===== src/rtl/sphere_pkg.sv =====
// rtl/sphere_pkg.sv - shared types, colour table and fixed-point helper for the sphere register file
package sphere_pkg;
  localparam int FIX_W = 64;

  typedef logic signed [FIX_W-1:0] fixed_real;
  typedef logic [2:0][FIX_W-1:0]   vector;
  typedef logic [23:0]             color;

  typedef enum logic {
    S_IDLE   = 1'b0,
    S_UPDATE = 1'b1
  } state_t;

  // Entry k is the colour of every ball whose index is k mod 4.
  localparam logic [3:0][23:0] COLOR_TABLE = {24'hffff00, 24'hff0000, 24'h00ff00, 24'h0000ff};

  function automatic fixed_real to_fix(input int whole, input int frac);
    fixed_real v;
    v = {{(FIX_W-32){whole[31]}}, whole};
    return v <<< frac;
  endfunction
endpackage


===== src/rtl/lfsr64.sv =====
// rtl/lfsr64.sv - free-running 64-bit Galois LFSR supplying respawn randomness
module lfsr64 #(
  parameter logic [63:0] SEED = 64'h9E37_79B9_7F4A_7C15
) (
  input  logic        Clk,
  input  logic        Reset,
  output logic [63:0] rnd
);
  // Taps for x^64 + x^63 + x^61 + x^60 + 1 (maximal length).
  localparam logic [63:0] TAPS = 64'hD800_0000_0000_0000;

  logic [63:0] r_state;

  always_ff @(posedge Clk) begin
    if (Reset) begin
      r_state <= SEED;
    end else begin
      r_state <= {1'b0, r_state[63:1]} ^ (r_state[0] ? TAPS : 64'd0);
    end
  end

  assign rnd = r_state;
endmodule


===== src/rtl/sphere_reg_n.sv =====
// rtl/sphere_reg_n.sv - sphere state register file with a one-ball-per-cycle frame physics pass and read port
module sphere_reg_n
  import sphere_pkg::*;
#(
  parameter int NUM_SPHERES = 4,
  parameter int IDX_W       = $clog2(NUM_SPHERES),
  parameter int W           = 64,
  parameter int FRAC        = 32,
  parameter int GRAVITY     = 4,
  parameter int FLOOR_Y     = 2880,
  parameter int SPAWN_Y     = 2400,
  parameter int SPAWN_X     = 2400,
  parameter int SPAWN_Z     = 4800,
  parameter int LAUNCH_VY   = 200
) (
  input  logic             Clk,
  input  logic             Reset,
  input  logic             Frame_Clk,
  input  logic             Hit,
  input  logic [IDX_W-1:0] Hit_index,
  input  logic [IDX_W-1:0] Read_index,
  output logic [3*W-1:0]   Sphere_pos,
  output logic [23:0]      Sphere_col,
  output logic [IDX_W-1:0] curr_index,
  output logic             Busy,
  output logic             Frame_Done,
  output logic             Overrun
);
  typedef logic [2:0][W-1:0] vec_t;

  localparam logic [W-1:0] C_GRAV   = W'(to_fix(GRAVITY, FRAC));
  localparam logic [W-1:0] C_FLOOR  = W'(to_fix(-FLOOR_Y, FRAC));
  localparam logic [W-1:0] C_LAUNCH = W'(to_fix(LAUNCH_VY, FRAC));

  function automatic vec_t spawn_pos(input int i);
    vec_t p;
    p[0] = W'(to_fix((i % 2 == 0) ? -SPAWN_X : SPAWN_X, FRAC));
    p[1] = W'(to_fix(SPAWN_Z + (i >> 1) * SPAWN_Z, FRAC));
    p[2] = W'(to_fix(-SPAWN_Y, FRAC));
    return p;
  endfunction

  function automatic logic [W-1:0] sx_rnd(input logic [15:0] r);
    return {{(W-16){r[15]}}, r} << 20;
  endfunction

  vec_t                   r_pos [NUM_SPHERES];
  vec_t                   r_vel [NUM_SPHERES];
  color                   r_col [NUM_SPHERES];
  logic [NUM_SPHERES-1:0] r_pend;

  state_t           r_state, w_state_nxt;
  logic [IDX_W-1:0] r_idx, w_idx_nxt;
  logic             r_frame_old;
  logic             r_busy, r_done, r_overrun;
  logic             w_edge, w_last, w_done_nxt;

  vec_t             r_rd_pos;
  color             r_rd_col;
  logic [IDX_W-1:0] r_rd_idx;

  logic [63:0] w_rnd;
  logic        w_unused_rnd;

  vec_t w_pos_cur, w_vel_cur, w_va, w_pn, w_vel_resp;
  logic w_hit_ok, w_hit_now, w_respawn;

  lfsr64 u_lfsr (
    .Clk  (Clk),
    .Reset(Reset),
    .rnd  (w_rnd)
  );

  assign w_unused_rnd = ^w_rnd[63:32];

  assign w_edge = Frame_Clk & ~r_frame_old;
  assign w_last = (r_idx == IDX_W'(NUM_SPHERES - 1));

  always_comb begin
    w_state_nxt = r_state;
    w_idx_nxt   = r_idx;
    w_done_nxt  = 1'b0;
    case (r_state)
      S_IDLE: begin
        if (w_edge) begin
          w_state_nxt = S_UPDATE;
          w_idx_nxt   = '0;
        end
      end
      S_UPDATE: begin
        if (w_last) begin
          w_state_nxt = S_IDLE;
          w_done_nxt  = 1'b1;
        end else begin
          w_idx_nxt = r_idx + 1'b1;
        end
      end
      default: w_state_nxt = S_IDLE;
    endcase
  end

  // Semi-implicit step: velocity updated first, position integrates the new velocity.
  always_comb begin
    w_pos_cur = r_pos[r_idx];
    w_vel_cur = r_vel[r_idx];
    w_va      = w_vel_cur;
    w_va[2]   = w_vel_cur[2] - C_GRAV;
    for (int k = 0; k < 3; k++) begin
      w_pn[k] = w_pos_cur[k] + w_va[k];
    end
    w_vel_resp = {C_LAUNCH, sx_rnd(w_rnd[15:0]), sx_rnd(w_rnd[31:16])};
  end

  assign w_hit_ok  = Hit && (32'(Hit_index) < NUM_SPHERES);
  assign w_hit_now = w_hit_ok && (r_state == S_UPDATE) && (Hit_index == r_idx);
  assign w_respawn = ($signed(w_pos_cur[2]) < $signed(C_FLOOR)) || r_pend[r_idx] || w_hit_now;

  always_ff @(posedge Clk) begin
    if (Reset) begin
      r_state     <= S_IDLE;
      r_idx       <= '0;
      r_frame_old <= 1'b0;
      r_busy      <= 1'b0;
      r_done      <= 1'b0;
      r_overrun   <= 1'b0;
      r_pend      <= '0;
      for (int i = 0; i < NUM_SPHERES; i++) begin
        r_pos[i] <= spawn_pos(i);
        r_vel[i] <= '0;
        r_col[i] <= COLOR_TABLE[2'(i)];
      end
    end else begin
      r_state     <= w_state_nxt;
      r_idx       <= w_idx_nxt;
      r_frame_old <= Frame_Clk;
      r_busy      <= (w_state_nxt == S_UPDATE);
      r_done      <= w_done_nxt;
      r_overrun   <= w_edge && (r_state == S_UPDATE);
      if (r_state == S_UPDATE) begin
        if (w_respawn) begin
          r_pos[r_idx]  <= spawn_pos(32'(r_idx));
          r_vel[r_idx]  <= w_vel_resp;
          r_col[r_idx]  <= COLOR_TABLE[2'(r_idx)];
          r_pend[r_idx] <= 1'b0;
        end else begin
          r_pos[r_idx] <= w_pn;
          r_vel[r_idx] <= w_va;
        end
      end
      // A hit on the ball being written right now is consumed immediately instead of queued.
      if (w_hit_ok && !w_hit_now) begin
        r_pend[Hit_index] <= 1'b1;
      end
    end
  end

  always_ff @(posedge Clk) begin
    if (Reset) begin
      r_rd_pos <= '0;
      r_rd_col <= '0;
      r_rd_idx <= '0;
    end else begin
      r_rd_idx <= Read_index;
      if (32'(Read_index) < NUM_SPHERES) begin
        r_rd_pos <= r_pos[Read_index];
        r_rd_col <= r_col[Read_index];
      end else begin
        r_rd_pos <= '0;
        r_rd_col <= '0;
      end
    end
  end

  assign Sphere_pos = r_rd_pos;
  assign Sphere_col = r_rd_col;
  assign curr_index = r_rd_idx;
  assign Busy       = r_busy;
  assign Frame_Done = r_done;
  assign Overrun    = r_overrun;
endmodule


===== config.mk =====
export PLATFORM = sky130hd
export DESIGN_NAME = sphere_reg_n
export DESIGN_NICKNAME = d
export VERILOG_FILES = /design/src/rtl/sphere_pkg.sv /design/src/rtl/lfsr64.sv /design/src/rtl/sphere_reg_n.sv
export SDC_FILE = /design/constraint.sdc
export NUM_CORES = 2
export LEC_CHECK = 0
export CAP_MARGIN = 20
export CORE_MARGIN = 4
export CORE_UTILIZATION = 55
export CTS_BUF_LIST = sky130_fd_sc_hd__clkbuf_8
export DETAILED_ROUTE_END_ITERATION = 7
export GPL_TIMING_DRIVEN = 0
export MAX_ROUTING_LAYER = met4
export PLACE_DENSITY_LB_ADDON = 0.25
export SKIP_LAST_GASP = 1
export SYNTH_ARGS = -nofsm -noshare
export SYNTH_HDL_FRONTEND = slang
export SYNTH_HIERARCHICAL = 1
export SYNTH_SLANG_ARGS = --single-unit

===== constraint.sdc =====
create_clock -name Clk -period 16.1 [get_ports Clk]
set_input_delay 2.415 -clock Clk [delete_from_list [all_inputs] [get_ports Clk]]
set_output_delay 2.415 -clock Clk [all_outputs]
set_load 0.02 [all_outputs]

Word-level counts from Yosys, hierarchy flattened
Memory sizes are Yosys's and may differ from the RTL's. A register that Yosys moved wholly into a read port is not among the register bits.
Cells that the tools add are included.
{ "op_classes": {"addsub": 6, "reduce_logical": 15, "bitwise": 9, "eq_ne": 4, "mux": 46, "n_shift": 0, "multipliers": 1, "order_cmp": 5, "div": 0} }
{ "op_table": {"columns": ["cell", "count"], "rows": [
  ["2-to-1 mux 192 bit", 4],
  ["OR reduction 192 bit", 2],
  ["adder 64 bit", 3],
  ["less-than comparator 64 x 45 -> 1 bit (second input constant)", 1],
  ["2-to-1 mux 64 bit", 1],
  ["subtractor 64 x 35 -> 64 bit (second input constant)", 1],
  ["XOR 63 x 64 -> 64 bit", 1],
  ["binary-select mux 24 bit (select 2 bit)", 1],
  ["2-to-1 mux 24 bit", 2],
  ["logical NOT 32 bit", 1],
  ["2-to-1 mux 32 bit", 1],
  ["OR reduction 24 bit", 1],
  ["2-to-1 mux 1 bit", 19],
  ["2-to-1 mux 2 bit", 9],
  ["2-to-1 mux 4 bit", 4],
  ["adder 13 x 14 -> 15 bit (first input constant)", 1],
  ["multiplier 1 x 7 -> 8 bit (second input constant)", 1],
  ["logical AND 1 bit", 6],
  ["less-than comparator 2 x 3 -> 1 bit (second input constant)", 2],
  ["AND 4 bit", 1],
  ["demux 1 bit (select 2 bit)", 2],
  [">= comparator 2 x 1 -> 1 bit (second input constant)", 2],
  ["inequality test 2 bit (second input constant)", 2],
  ["NOT 4 bit", 1],
  ["other kinds (14)", 17]
]} }
{ "totals": {"word_cells": 97, "out_inout_bits": 221, "latch_bits": 0, "n_memories": 3, "input_bits": 8, "register_bits": 76, "ramBits": 1632, "romBits": 0} }
{ "memory_table": {"columns": ["memory", "words", "width", "read_ports", "rd_clocked_by_memory_dff", "write_ports", "line_no", "text"], "rows": [
  ["r_pos", 4, 192, 2, 2, 4, "sphere_reg_n.sv:47", "vec_t r_pos [NUM_SPHERES];"],
  ["r_vel", 4, 192, 1, 1, 4, "sphere_reg_n.sv:48", "vec_t r_vel [NUM_SPHERES];"],
  ["r_col", 4, 24, 1, 1, 4, "sphere_reg_n.sv:49", "color r_col [NUM_SPHERES];"]
]} }

Depth between registers and ports, before layout
{ "logic_depth": {"word_depth": 11, "depth_mapped": 23, "ltp_nobuf": 21} }

Modules after synthesis
The synthesis kept the hierarchy.
{ "by_module_without_submodules": {"columns": ["mod", "instances", "seq_area_each_um2", "cells_per_inst", "area_each_um2"], "rows": [
  ["sphere_reg_n", 1, 50668.6, 6623, 86965.9],
  ["lfsr64", 1, 1281.2, 138, 1771.7]
]} }

Least setup slack after synthesis
Ideal clock, no wire load.
{ "synth_timing": {"path_kind": "input -> register", "startpoint": "input Reset", "endpoint": "memory r_pos[1][0] (netlist bit) (enable)", "setup_slack_ps": 3204, "setup_ps": 817, "required_time_ps": 15283, "n_path_buf": 2, "arrival_time_ps": 12078, "path_stages": 3, "path_cell_list": "clkbuf_1 clkbuf_1 nand2b_1"} }
{ "synth_lines": {"columns": ["element", "line_no", "text"], "rows": [
  ["from (decl)", "sphere_reg_n.sv:17", "input logic Reset,"],
  ["to (decl)", "sphere_reg_n.sv:47", null]
]} }

==> impl_metrics.ini <==
[run_status]
status = complete, no violations

[setup_path]
critPathKind = reg2reg
startpoint_type = flop
arrival_ns = 10.93
r2r_cells = 21
cp_max_fo = 10
regToRegSetupSlack_ns = 5.91
rr_endpoint = r_pos[3][126]$_DFFE_PP_
setup.worst_path.end_class = flop
cp.required_ns = 16.84

[yosys]
async_flop_share_pct = 0
synth.most_common_cell = edfxtp_1
synthTopCellsByCount = edfxtp_1, nor2_1, mux4_2
synth_cells = 6761
synthesis.area_um2 = 88700
synth_edf_count = 1548
yosysTopAreaCell = edfxtp_1
ys_seq_area_share_pct = 58.5
synth_top_area_share_pct = 52.4
ys_warn_count = 6
synth.avg_cell_area_um2 = 13.1
ys_seq_elements = 1821
synth_cell_type_count = 83
synth-main-ff-cell = edfxtp_1
yosys-top-cells-area = edfxtp_1, mux4_2, dfxtp_1, nor2_1, ha_1

[min_path]
holdPathStages = 1
min_path_type = reg2reg
hold_end = u_lfsr/rnd[43]$_SDFF_PP1_
min_from = u_lfsr/rnd[44]$_SDFF_PP1_

[routing]
drt-initial-drc-count = 7260
viasPerCell = 6.20
totalWireLength_um = 266000
postRouteAntennaNets = 0
wl_per_cell_um = 27.2
dr_total_vias = 60800
drc = 0
firstDrtPassIters = 6

[sta]
fin_crit_ns = 10.19
tightest_slew_ns = 1.26
setup_violations = 0
timing.fmax_ghz = 0.0981
rsz0062_at_grt = no
holdWs_ns = 0.403
finalClockSkew_ns = 0.0828
slew_headroom_pct = 16.0
fin_crit_sh_pct = 63.3
finalHoldViolations = 0
slew_violations = 0

[placement]
portBuffers = 225
place_area_um2 = 95200
hpwl_um = 190000
globalplace.congestion = 0.947

[clocking]
clock-root-buffer = clkbuf_8
htree_levels = 5
cts-buffers-inserted = 318
cts_max_path_buffers = 4
post_cts_buffers = 0
clock_latency_ns = 1.06
cts_sinks = 1821
cts_tree = built
path_clk_slew_ns = 0.06
cts_resized = 0
ctsHoldBuffers = 0

[floorplanning]
num_rows = 147
initial_utilization_pct = 55.3
ios = 229
coreArea_um2 = 160000
design.die.area_um2 = 168000
die_w_um = 410
die_height_um = 410

[global_routing]
grt_pass1_vias = 60700
grt_first_pass_wirelength_um = 389000
grt_start_max_net_pins = 54
overflow = 0
grt.total_usage_pct = 32.4
antenna_found_initial = 25

[finish]
syn2layout_area_growth_pct = 14.4
drive_gt1_share_pct = 16.7
nets = 7597
fin_area_um2 = 102000

[power]
p_per_area_nw_per_um2 = 114
leakage_nw = 37.0
peakVddDrop_mv = 0.0904

[job]
drv_cap = 0
## flip-flops by register name, indices dropped and copies added (netlist names), named ones only
signal and count:
r_pos 768, r_vel 768, Sphere_pos 192, u_lfsr/rnd 64, r_col 12, r_pend 4, Sphere_col 3, curr_index 2
r_idx 2, Busy 1, Frame_Done 1, Overrun 1, r_frame_old 1
## cell type report
cell class | instances | area, µm²
repair buffers | 306 | 3860
inverters | 273 | 1020
clock buffers | 369 | 5080
diodes | 14 | 35.0
plain buffers | 454 | 2040
clock inverters | 188 | 1040
fillers | 12300 | 58900
flip-flops and latches | 1821 | 51900
well taps | 2160 | 2700
multi-input cells | 4215 | 33800
## metal layers
layer  wire (µm)  vias up  track usage (%)
li1            -    26300                -
met1       99000    30400             41.3
met2      128000     3410             50.7
met3       25300      706             5.85
met4       14500        0             15.6
met5           0        -                -
## how the worst max path moves through the flow
stage / cells past startpoint / start / slack [ns] / to
CTS: 21 / flop / 6.00 / r_pos[3][126]$_DFFE_PP_
floorplan: 3 / Reset / 3.20 / r_pos[1][0]$_SDFFCE_PN0P_
global route: 20 / flop / 5.72 / r_pos[3][56]$_DFFE_PP_
finish: 21 / flop / 5.91 / r_pos[3][126]$_DFFE_PP_
detailed placement: 21 / flop / 6.01 / r_pos[0][126]$_SDFFCE_PN0P_
global placement: 5 / Reset / -7.15 / r_pos[1][17]$_SDFFCE_PN0P_
## worst max-delay path, stage by stage, from the launching register on
cell       delay [ns]
dfxtp_1          0.33
buf_2            0.31
buf_2            0.47
buf_1            0.57
buf_1            0.59
clkbuf_1         0.46
clkbuf_1         0.81
clkbuf_2         0.71
clkbuf_1         0.67
mux4_2           0.41
ha_1             0.28
clkbuf_1         0.33
nand4_1          0.29
or3_1            0.45
nor4_1           0.63
o211ai_1         0.33
o211ai_1         0.79
o211ai_1         0.25
a2111oi_0        0.59
o21a_1           0.24
o21a_1           0.23
nor3_1           0.08
## placed cells by master (no fill, tap or decap), drive strengths merged, types with 37 or more instances in the layout
| master | n |
|---|---|
| a21o | 91 |
| nand2 | 501 |
| clkdlybuf4s50 | 225 |
| a22o | 65 |
| o21bai | 53 |
| o21ai | 151 |
| dfxtp | 273 |
| xor2 | 83 |
| mux4 | 580 |
| clkbuf | 660 |
| nor3 | 68 |
| inv | 389 |
| or2 | 50 |
| edfxtp | 1548 |
| ha | 197 |
| buf | 243 |
| clkinv | 59 |
| nor2b | 244 |
| nand4 | 65 |
| nand3 | 55 |
| xnor2 | 116 |
| a21oi | 299 |
| nor2 | 1222 |
| mux2i | 37 |
## kinds of logic (layout without fill, tap and decap cells)
group / after synthesis / count (layout) / share of synthesized area, %
AND/OR/NAND/NOR: 2339 / 2339 / 11.6
flip-flops: 1821 / 1821 / 58.5
AO/OA/AOI/OAI: 855 / 855 / 6.46
buffers and inverters: 727 / 1590 / 3.44
multiplexers: 618 / 618 / 15.2
adder cells (fa/ha/maj): 200 / 200 / 2.85
XOR/XNOR: 199 / 199 / 1.98
other: 2 / 18 / 0.00846
## where the power goes
part / switching, mW / leakage (nW) / internal, mW
clock: 1.91 / 3.56 / 2.24
sequential: 0.0821 / 17.7 / 5.34
combinational: 1.29 / 15.7 / 0.742
total: 3.28 / 37.0 / 8.32
## per-stage QoR
stage          cells  util [%]  total power, mW  setup WS [ns]   TNS, ns
5_1_grt         9790      63.3             12.0           5.72         0
3_5_place_dp    9220      59.4             7.51           6.01         0
6_report        9800      63.3             11.6           5.91         0
3_3_place_gp    9148      58.4             7.53          -7.15  -2730.76
4_1_cts         9777      63.2             11.6           6.00         0
2_1_floorplan   6763         -             6.87           3.20         0
No activity file was read; power rests on OpenSTA's default activity.
